<file path="src/rtl/pipe_mux_nto1_if.sv">
// Handshake/data bundle for pipe_mux_nto1: packed channel inputs, select/mode/control,
// and the registered selection outputs.
interface pipe_mux_nto1_if #(
  parameter int SIZE  = 32,
  parameter int NUM   = 4,
  parameter int SEL_W = 2
);
  logic [NUM*SIZE-1:0] data_i;
  logic [SEL_W-1:0]    select_i;
  logic                mode_i;
  logic                valid_i;
  logic                stall_i;
  logic                flush_i;
  logic [SIZE-1:0]     data_o;
  logic                valid_o;
  logic                sel_err_o;
  logic [SEL_W-1:0]    rr_ptr_o;

  modport slave (
    input  data_i, select_i, mode_i, valid_i, stall_i, flush_i,
    output data_o, valid_o, sel_err_o, rr_ptr_o
  );
  modport master (
    output data_i, select_i, mode_i, valid_i, stall_i, flush_i,
    input  data_o, valid_o, sel_err_o, rr_ptr_o
  );
endinterface

</file>
<file path="src/rtl/pipe_mux_nto1.sv">
// N-to-1 selector fused with its pipeline register; stall/flush control.
// Optional round-robin auto-select is compiled in with PIPE_MUX_RR_EN.
module pipe_mux_nto1_lane #(
  parameter int SIZE  = 32,
  parameter int SEL_W = 2,
  parameter int IDX   = 0
) (
  input  logic [SEL_W-1:0] sel,
  input  logic [SIZE-1:0]  din,
  output logic [SIZE-1:0]  dout
);
  localparam logic [SEL_W-1:0] IDX_W = SEL_W'(IDX);
  assign dout = (sel == IDX_W) ? din : '0;
endmodule

module pipe_mux_nto1 #(
  parameter int SIZE  = 32,
  parameter int NUM   = 4,
  parameter int SEL_W = 2
) (
  input logic               clk_i,
  input logic               rst_i,
  pipe_mux_nto1_if.slave    bus
);
  localparam logic [SEL_W:0]   NUM_X = (SEL_W+1)'(NUM);
  localparam logic [SEL_W-1:0] LAST  = SEL_W'(NUM-1);

  logic [NUM-1:0][SIZE-1:0] chan, lane_out;
  logic [SIZE-1:0]          mux_d, data_q;
  logic [SEL_W-1:0]         eff_idx;
  logic                     in_range, vld_q, err_q;
  logic                     load;

  assign chan = bus.data_i;
  assign load = !bus.flush_i && !bus.stall_i;

`ifdef PIPE_MUX_RR_EN
  logic [SEL_W-1:0] rr_ptr;

  assign eff_idx = bus.mode_i ? rr_ptr : bus.select_i;

  // Pointer only moves on accepted valid data in auto mode; it is never >= NUM
  always_ff @(posedge clk_i or posedge rst_i) begin
    if (rst_i)
      rr_ptr <= '0;
    else if (load && bus.valid_i && bus.mode_i)
      rr_ptr <= (rr_ptr == LAST) ? '0 : rr_ptr + SEL_W'(1);
  end

  assign bus.rr_ptr_o = rr_ptr;
`else
  logic unused_mode;
  assign unused_mode  = bus.mode_i;
  assign eff_idx      = bus.select_i;
  assign bus.rr_ptr_o = '0;
`endif

  assign in_range = ({1'b0, eff_idx} < NUM_X);

  // One-hot gated lanes OR-reduced; out-of-range index leaves every lane gated off
  for (genvar k = 0; k < NUM; k++) begin : g_lane
    pipe_mux_nto1_lane #(.SIZE(SIZE), .SEL_W(SEL_W), .IDX(k)) u_lane (
      .sel  (eff_idx),
      .din  (chan[k]),
      .dout (lane_out[k])
    );
  end

  always_comb begin
    mux_d = '0;
    for (int j = 0; j < NUM; j++) mux_d = mux_d | lane_out[j];
  end

  always_ff @(posedge clk_i or posedge rst_i) begin
    if (rst_i) begin
      data_q <= '0;
      vld_q  <= 1'b0;
      err_q  <= 1'b0;
    end else if (bus.flush_i) begin
      data_q <= '0;
      vld_q  <= 1'b0;
      err_q  <= 1'b0;
    end else if (bus.stall_i) begin
      err_q  <= 1'b0;
    end else if (in_range) begin
      data_q <= mux_d;
      vld_q  <= bus.valid_i;
      err_q  <= 1'b0;
    end else begin
      data_q <= '0;
      vld_q  <= 1'b0;
      err_q  <= 1'b1;
    end
  end

  assign bus.data_o    = data_q;
  assign bus.valid_o   = vld_q;
  assign bus.sel_err_o = err_q;
endmodule

</file>
<file path="src/flat_wrapper.sv">
// flat-port wrapper written by rule: the top's interface ports become plain ports
module pipe_mux_nto1_flat 
#(
  parameter int SIZE  = 32,
  parameter int NUM   = 4,
  parameter int SEL_W = 2
)
  (clk_i, rst_i, bus_data_i, bus_select_i, bus_mode_i, bus_valid_i, bus_stall_i, bus_flush_i, bus_data_o, bus_valid_o, bus_sel_err_o, bus_rr_ptr_o);
  pipe_mux_nto1_if #(.SIZE(SIZE), .NUM(NUM), .SEL_W(SEL_W)) bus_i ();
  input logic clk_i;
  input logic rst_i;
  input wire logic [$bits(bus_i.data_i)-1:0] bus_data_i;
  input wire logic [$bits(bus_i.select_i)-1:0] bus_select_i;
  input wire logic [$bits(bus_i.mode_i)-1:0] bus_mode_i;
  input wire logic [$bits(bus_i.valid_i)-1:0] bus_valid_i;
  input wire logic [$bits(bus_i.stall_i)-1:0] bus_stall_i;
  input wire logic [$bits(bus_i.flush_i)-1:0] bus_flush_i;
  output wire logic [$bits(bus_i.data_o)-1:0] bus_data_o;
  output wire logic [$bits(bus_i.valid_o)-1:0] bus_valid_o;
  output wire logic [$bits(bus_i.sel_err_o)-1:0] bus_sel_err_o;
  output wire logic [$bits(bus_i.rr_ptr_o)-1:0] bus_rr_ptr_o;
  assign bus_i.data_i = bus_data_i;
  assign bus_i.select_i = bus_select_i;
  assign bus_i.mode_i = bus_mode_i;
  assign bus_i.valid_i = bus_valid_i;
  assign bus_i.stall_i = bus_stall_i;
  assign bus_i.flush_i = bus_flush_i;
  assign bus_data_o = bus_i.data_o;
  assign bus_valid_o = bus_i.valid_o;
  assign bus_sel_err_o = bus_i.sel_err_o;
  assign bus_rr_ptr_o = bus_i.rr_ptr_o;
  pipe_mux_nto1 #(.SIZE(SIZE), .NUM(NUM), .SEL_W(SEL_W)) u_core (.clk_i(clk_i), .rst_i(rst_i), .bus(bus_i));
endmodule
</file>
<file path="config.mk">
export PLATFORM = sky130hd
export DESIGN_NAME = pipe_mux_nto1_flat
export DESIGN_NICKNAME = d
export VERILOG_FILES = /design/src/rtl/pipe_mux_nto1_if.sv /design/src/rtl/pipe_mux_nto1.sv /design/src/flat_wrapper.sv
export SDC_FILE = /design/constraint.sdc
export NUM_CORES = 1
export LEC_CHECK = 0
export ABC_AREA = 1
export ABC_CLOCK_PERIOD_IN_PS = 900
export BUFFER_PORTS_ARGS = -buffer_cell sky130_fd_sc_hd__buf_4
export CAP_MARGIN = 10
export CORE_MARGIN = 1.5
export CORE_UTILIZATION = 39
export CTS_BUF_LIST = sky130_fd_sc_hd__clkbuf_16
export CTS_CLUSTER_SIZE = 20
export DETAILED_ROUTE_END_ITERATION = 8
export PLACE_DENSITY = 0.74
export SYNTH_ARGS = -nofsm -noshare
export SYNTH_HDL_FRONTEND = slang
export SYNTH_HIERARCHICAL = 1
export SYNTH_SLANG_ARGS = --single-unit
</file>
<file path="constraint.sdc">
create_clock -name clk_i -period 0.9 [get_ports clk_i]
set_clock_uncertainty 0.15 [all_clocks]
set_input_delay 0 -clock clk_i [delete_from_list [all_inputs] [get_ports clk_i]]
set_output_delay 0 -clock clk_i [all_outputs]
set_load 0.02 [all_outputs]
</file>
==> results.cfg, run 1 <==
[global_routing]
grt_pass1_wl_mm = 14.6
grtUsageTotal = 0.212
grt-ovfl-total = 0
grt_max_degree = 34
grt_antenna_before_repair = 0
first_global_vias = 3381

[setup_path]
critical_path.max_stage_delay_ns = 0.41
timing.critical_path.from_type = flop
endpoint_kind = output pin
timing.critical_path.cells = buf_6
critical_path_peak_fanout = 2
critical_path_required_ns = 0.75
worstPathBufferInverterCount = 1
worstPathArrival_ns = 0.83
critical_path_class = reg2out
crit_family = flip-flops
crit_path_top_delay_cell = dfrtp_1

[synth]
ys.warnings.count = 6
ys_seq_elements = 33
postSynthCellCount = 518
ys_types = 14
seq_area_frac_synth = 0.259
syn_avg_cell_area_um2 = 6.15
post_synth_instance_area_um2 = 3190

[detailed_routing]
drc_violations_left = 0
avgRoutedWirePerCell_um = 11.4
via_count = 3407
drtIter0Drc = 57
firstDrtPassIters = 4
routed_via_density = 4.21
detail-route-antenna-nets = 0
finalWirelength_mm = 9.22

[run_status]
status = finished with violations
violations_in_the_final_reports = negative hold slack, negative setup slack

[die]
die_w_um = 93.4
fp.dieArea_um2 = 8720
coreArea_um2 = 7810
io-pin-count = 172
start_util = 0.408
die_height_um = 93.4
core.rowCount = 32

[sta]
timing.hold.ws_ns = -0.0138
fmax_mhz = 1020
rsz0062_at_grt = yes
finalWorstPathRequiredPeriod_ns = 0.982
setup_violations = 34
hold_viol_final = 15
final.period_utilization = 1.09
finalMaxSlewViolations = 0
setup_ws_ns = -0.0817

[clock_network]
path_clk_slew_ns = 0.05
clock_tree_from_tritoncts = done
htree_num_levels = 2
cts-root-to-sink-buffers = 2
clk_latency_ns = 0.26
ctsRootBufferMaster = clkbuf_16
cts_sinks = 33
cts_inserted_buffers = 5

[power]
power.sequential.fraction = 0.327
switching_share = 0.302
cellInternalPower_mw = 3.57
peak_vdd_ir_uv = 649
power_per_cell_area_nw_per_um2 = 1000
power_switching_mw = 1.54
total_leakage_power_nw = 3.13
total_power_mw = 5.11
p_comb_frac = 0.370
share_clk_of_total_power = 0.304

[flow_run]
drv_cap = 0

[final_layout]
finalNetCount = 843
layout.cells.most_common_list = buf_4 (147), inv_1 (132), nand2_1 (116)
synthToLayoutAreaGrowth_pct = 60.1
most_frequent_standard_cell_in_the_layout_excluding_fill_and_tap_cells = buf_4
antenna_cells_inserted = 0
post_route_cells_drive_above_1_share = 0.494

[placed_design]
port_buffers = 167
placement.setup.worst_slack_ns = -0.192
hpwl_mm = 7.05
finalWeightedCongestion = 0.789

[min_path]
min-delay-path-class = in2reg
synth_stat cells:
library cell / count / area (um2)
buf_6: 14 / 158
buf_12: 1 / 20.0
nor2_1: 72 / 270
buf_2: 3 / 15.0
nand2_4: 1 / 11.3
inv_2: 3 / 11.3
buf_4: 3 / 22.5
inv_1: 131 / 492
nand2_2: 6 / 37.5
dfrtp_1: 33 / 826
nor2_2: 107 / 669
conb_1: 1 / 3.75
nand2_1: 128 / 480
nor2_4: 15 / 169
sequential cells by signal, indices dropped and copies added, names as in the netlist:
signal              count
u_core/bus.data_o      32
u_core/bus.valid_o      1
through the flow:
step	TNS, ns	instances	utilization	cell area (um2)
finish	-1.74	810	0.653	5100
global route	-2.59	810	0.653	5100
CTS	-1.89	805	0.637	4970
detailed placement	-4.73	786	0.592	4620
global placement	-3.71	786	0.592	4620
floorplan	0	520	-	3190
path summary, 6_finish.rpt:
path,startpoint,to,slack (ns),cells past startpoint
worst max register to register,u_core/bus.data_o[30]$_DFFE_PP0P_,u_core/bus.data_o[30]$_DFFE_PP0P_,-0.02,3
min in group asynchronous,rst_i,u_core/bus.data_o[4]$_DFFE_PP0P_,0.19,4
worst max-delay path,u_core/bus.data_o[30]$_DFFE_PP0P_,bus_data_o[30],-0.08,1
worst min-delay path,bus_data_i[35],u_core/bus.data_o[3]$_DFFE_PP0P_,-0.01,7
max in group asynchronous,rst_i,u_core/bus.data_o[11]$_DFFE_PP0P_,0.23,4
worst min register to register,u_core/bus.valid_o$_DFFE_PP0P_,u_core/bus.valid_o$_DFFE_PP0P_,0.35,2
kinds of logic after synthesis:
| logic type | after synthesis | synth area share |
|---|---|---|
| buf+inv | 155 | 0.225 |
| simple gates | 329 | 0.514 |
| other cells | 1 | 0.00118 |
| flops | 33 | 0.259 |
repair_timing:
action	4_1_cts	5_1_grt
cloned	0	1
pin swaps	0	9
resized for setup	33	23
endpoints found under the setup margin	33	42
endpoints found under the hold margin	60	0
hold buffers	2	0
buffers inserted	9	4
worst reg2reg max path, stage by stage, from the launching register on:
cell and delay, ns:
dfrtp_1 0.41, buf_4 0.15, nand2_2 0.05, nand2_1 0.04
layer usage:
layer | up-vias | routed length [um] | track usage
met1 | 1500 | 3660 | 0.243
met2 | 113 | 4790 | 0.397
met5 | - | 0 | 0
li1 | 1777 | - | -
met3 | 17 | 570 | 0.0390
met4 | 0 | 205 | 0.0568
layout make-up:
class	count	area, um2
clock buffers	5	125
clock inverters	3	13.8
fillers	684	2710
inverters	134	503
multi-input cells	332	1690
flip-flops and latches	33	826
well taps	102	128
repair buffers	201	1810
power groups by stage:
stage	registers, mW	clock network (mW)	logic [mW]
finish	1.67	1.55	1.89
global route	1.68	1.66	2.07
CTS	1.67	1.61	1.83
detailed placement	1.67	0	1.72
global placement	1.67	0	1.69
floorplan	1.78	0	0.798
No activity file was read; power rests on OpenSTA's default activity.
==> run 2, diff against run 1 <==
ABC_AREA = unset   (was 1)
==> run 2 against run 1 <==
  * The run ends with negative setup slack left
  * Fmax fell by 6.1%
  * Final cell count fell by 28%
  * Worst hold slack improved by 0.040 ns
  * Flip-flop and latch count did not move
  * Wire length rose by 24%
  * Sequential power barely moved
  * Global-route usage rose by 2.4 points
  * Combinational power rose by 32%
  * Critical endpoint is now u_core/bus.data_o[20]$_DFFE_PP0P_
  * Largest power group unchanged
==> results.cfg, run 2 <==
[setup_path]
critical_path_peak_fanout = 14
critical_path_required_ns = 0.88
critical_path_class = in2reg
timing.critical_path.from = bus_select_i[1]
timing.critical_path.from_type = input pin
rr_worst_depth = 2
r2r_start = u_core/bus.data_o[20]$_DFFE_PP0P_
endpoint_kind = flop
worstPathArrival_ns = 1.03

[synth]
synth_flop_cell = dfrtp_1
post-synth-top-area-fraction = 0.261
ys_seq_elements = 33
share_of_async_settable_or_async_resettable_flops_after_synthesis = 1.00
syn_avg_cell_area_um2 = 10.6
ys_types = 18
seq_area_frac_synth = 0.261
synth.cells.most_frequent = and3b_2 (64), dfrtp_1 (33), and3_2 (32), nor2b_1 (32), nor4_1 (32)
post-synth-top-area-cell = dfrtp_1
post_synth_instance_area_um2 = 3170
synth-edff-count = 0
postSynthCellCount = 299
synthTopCellsByArea = dfrtp_1 (26%), and3b_2 (20%), a211oi_2 (12%)
yosys.cell_count.top_type = and3b_2
ys.warnings.count = 6

[clock_network]
htree_num_levels = 2
clock_tree_from_tritoncts = done
path_clk_slew_ns = 0.05
cts-root-to-sink-buffers = 2
clk_latency_ns = 0.28
cts_sinks = 33
ctsRootBufferMaster = clkbuf_16
cts_post_setup_buffers_inserted = 0
cts_inserted_buffers = 5

[sta]
setup_violations = 59
final.period_utilization = 1.16
rsz0062_at_grt = yes
setup_ws_ns = -0.145
fmax_mhz = 957
slew_headroom = 0.631
finalWorstPathRequiredPeriod_ns = 1.05
worst_slew_pin_slew_ns = 0.554
hold_viol_final = 0
finalMaxSlewViolations = 0

[detailed_routing]
drc_violations_left = 0
routed_via_density = 5.45
via_count = 3192
finalWirelength_mm = 11.5
detail-route-antenna-nets = 0
avgRoutedWirePerCell_um = 19.5
drtIter0Drc = 91
firstDrtPassIters = 4

[global_routing]
grt_pass1_wl_mm = 15.9
grt_max_degree = 34
grt-ovfl-total = 0
first_global_vias = 3236
grt_antenna_before_repair = 0
grtUsageTotal = 0.236

[die]
coreArea_um2 = 7810
die_w_um = 93.1
die_height_um = 93.1
io-pin-count = 172
start_util = 0.405
core.rowCount = 32
fp.dieArea_um2 = 8670

[placed_design]
post_dp_cell_area_um2 = 5200
hpwl_mm = 7.26
port_buffers = 167
place_inst = 564
finalWeightedCongestion = 0.765

[final_layout]
finalNetCount = 619
most_frequent_standard_cell_in_the_layout_excluding_fill_and_tap_cells = buf_4
antenna_cells_inserted = 0
synthToLayoutAreaGrowth_pct = 90.8
instances_no_fill = 586
post_route_cells_drive_above_1_share = 0.868
layout.cells.most_common_list = buf_4 (140), and3b_2 (64), buf_6 (43)
largest_reg_flops = 32
final_area_um2 = 6040

[min_path]
min-delay-path-class = in2reg
hp-start = bus_stall_i
hold-path-cell-count = 4

[power]
peak_vdd_ir_uv = 721
power_per_cell_area_nw_per_um2 = 1060
total_leakage_power_nw = 2.79

[run_status]
violations_in_the_final_reports = negative setup slack
status = finished with violations

[flow_run]
drv_cap = 0
run 2: changes by cell type in the layout (fill, tap and decap cells not counted), moves of 30 or more:
cell      before  now
nor4_4         0   32
nor2_1        72    1
nand2_1      116    0
a211oi_2       0   30
and3b_2        0   64
inv_1        132    1
nor2_2       107    0
run 2: worst paths after layout:
| check | endpoint | slack, ns |
|---|---|---|
| setup / recovery | u_core/bus.data_o[20]$_DFFE_PP0P_ | -0.15 |
| hold / removal | u_core/bus.valid_o$_DFFE_PP0P_ | 0.03 |
| hold reg to reg | u_core/bus.valid_o$_DFFE_PP0P_ | 0.42 |
| setup reg to reg | u_core/bus.data_o[20]$_DFFE_PP0P_ | -0.05 |
| min in group asynchronous | u_core/bus.data_o[16]$_DFFE_PP0P_ | 0.19 |
| max in group asynchronous | u_core/bus.data_o[5]$_DFFE_PP0P_ | 0.21 |
run 2: per-stage QoR:
stage / power [mW] / util / setup TNS [ns] / hold slack, ns / worst slack (ns)
2_1_floorplan: 2.94 / - / -0.977 / -0.0214 / -0.0547
3_5_place_dp: 3.81 / 0.666 / -12.74 / -0.0698 / -0.527
4_1_cts: 6.27 / 0.734 / -3.52 / 0.0244 / -0.0861
5_1_grt: 6.66 / 0.773 / -4.83 / 0.0656 / -0.153
3_3_place_gp: 3.78 / 0.666 / -12.03 / -0.0770 / -0.427
6_report: 6.41 / 0.773 / -3.45 / 0.0263 / -0.145
run 2: worst max-delay path, cell delays in order:
cell and delay [ns]:
buf_12 0.13, buf_16 0.14, buf_12 0.14, and3_4 0.16, nor4_4 0.32, a211oi_2 0.12
run 2: report_power, final:
group          switching, mW  internal [mW]
Combinational           1.01           1.48
Sequential            0.0921           1.60
Clock                  0.646           1.58
run 2: area by class of cell:
type                            count  area (um2)
Clock buffer                        5         125
Inverter                            2        7.51
Multi-Input combinational cell    229        2710
Tap cell                          102         128
Clock inverter                      3        65.1
Fill cell                         502        1770
Timing Repair Buffer              212        2180
Sequential cell                    33         832
run 2: kinds of logic (layout without fill, tap and decap cells):
family / count (synthesis) / in the layout / synth area share
and+or+nand+nor: 193 / 193 / 0.529
buffers and inverters: 39 / 222 / 0.0822
DFF: 33 / 33 / 0.261
AOI/OAI and AO/OA: 32 / 32 / 0.123
other: 1 / 3 / 0.00118
muxes: 1 / 1 / 0.00316
run 2: layer usage:
layer | track usage | wire, um | up-vias
li1 | - | - | 1495
met1 | 0.267 | 4340 | 1555
met2 | 0.440 | 6210 | 119
met3 | 0.0545 | 643 | 23
met4 | 0.0631 | 251 | 0
met5 | 0 | 0 | -
run 2: repair_timing:
action | CTS | global route
pin swaps | 9 | 18
hold endpoints to repair | 34 | 0
cloned | 3 | 9
resized for setup | 60 | 20
setup endpoints to repair | 64 | 65
hold buffers | 2 | 0
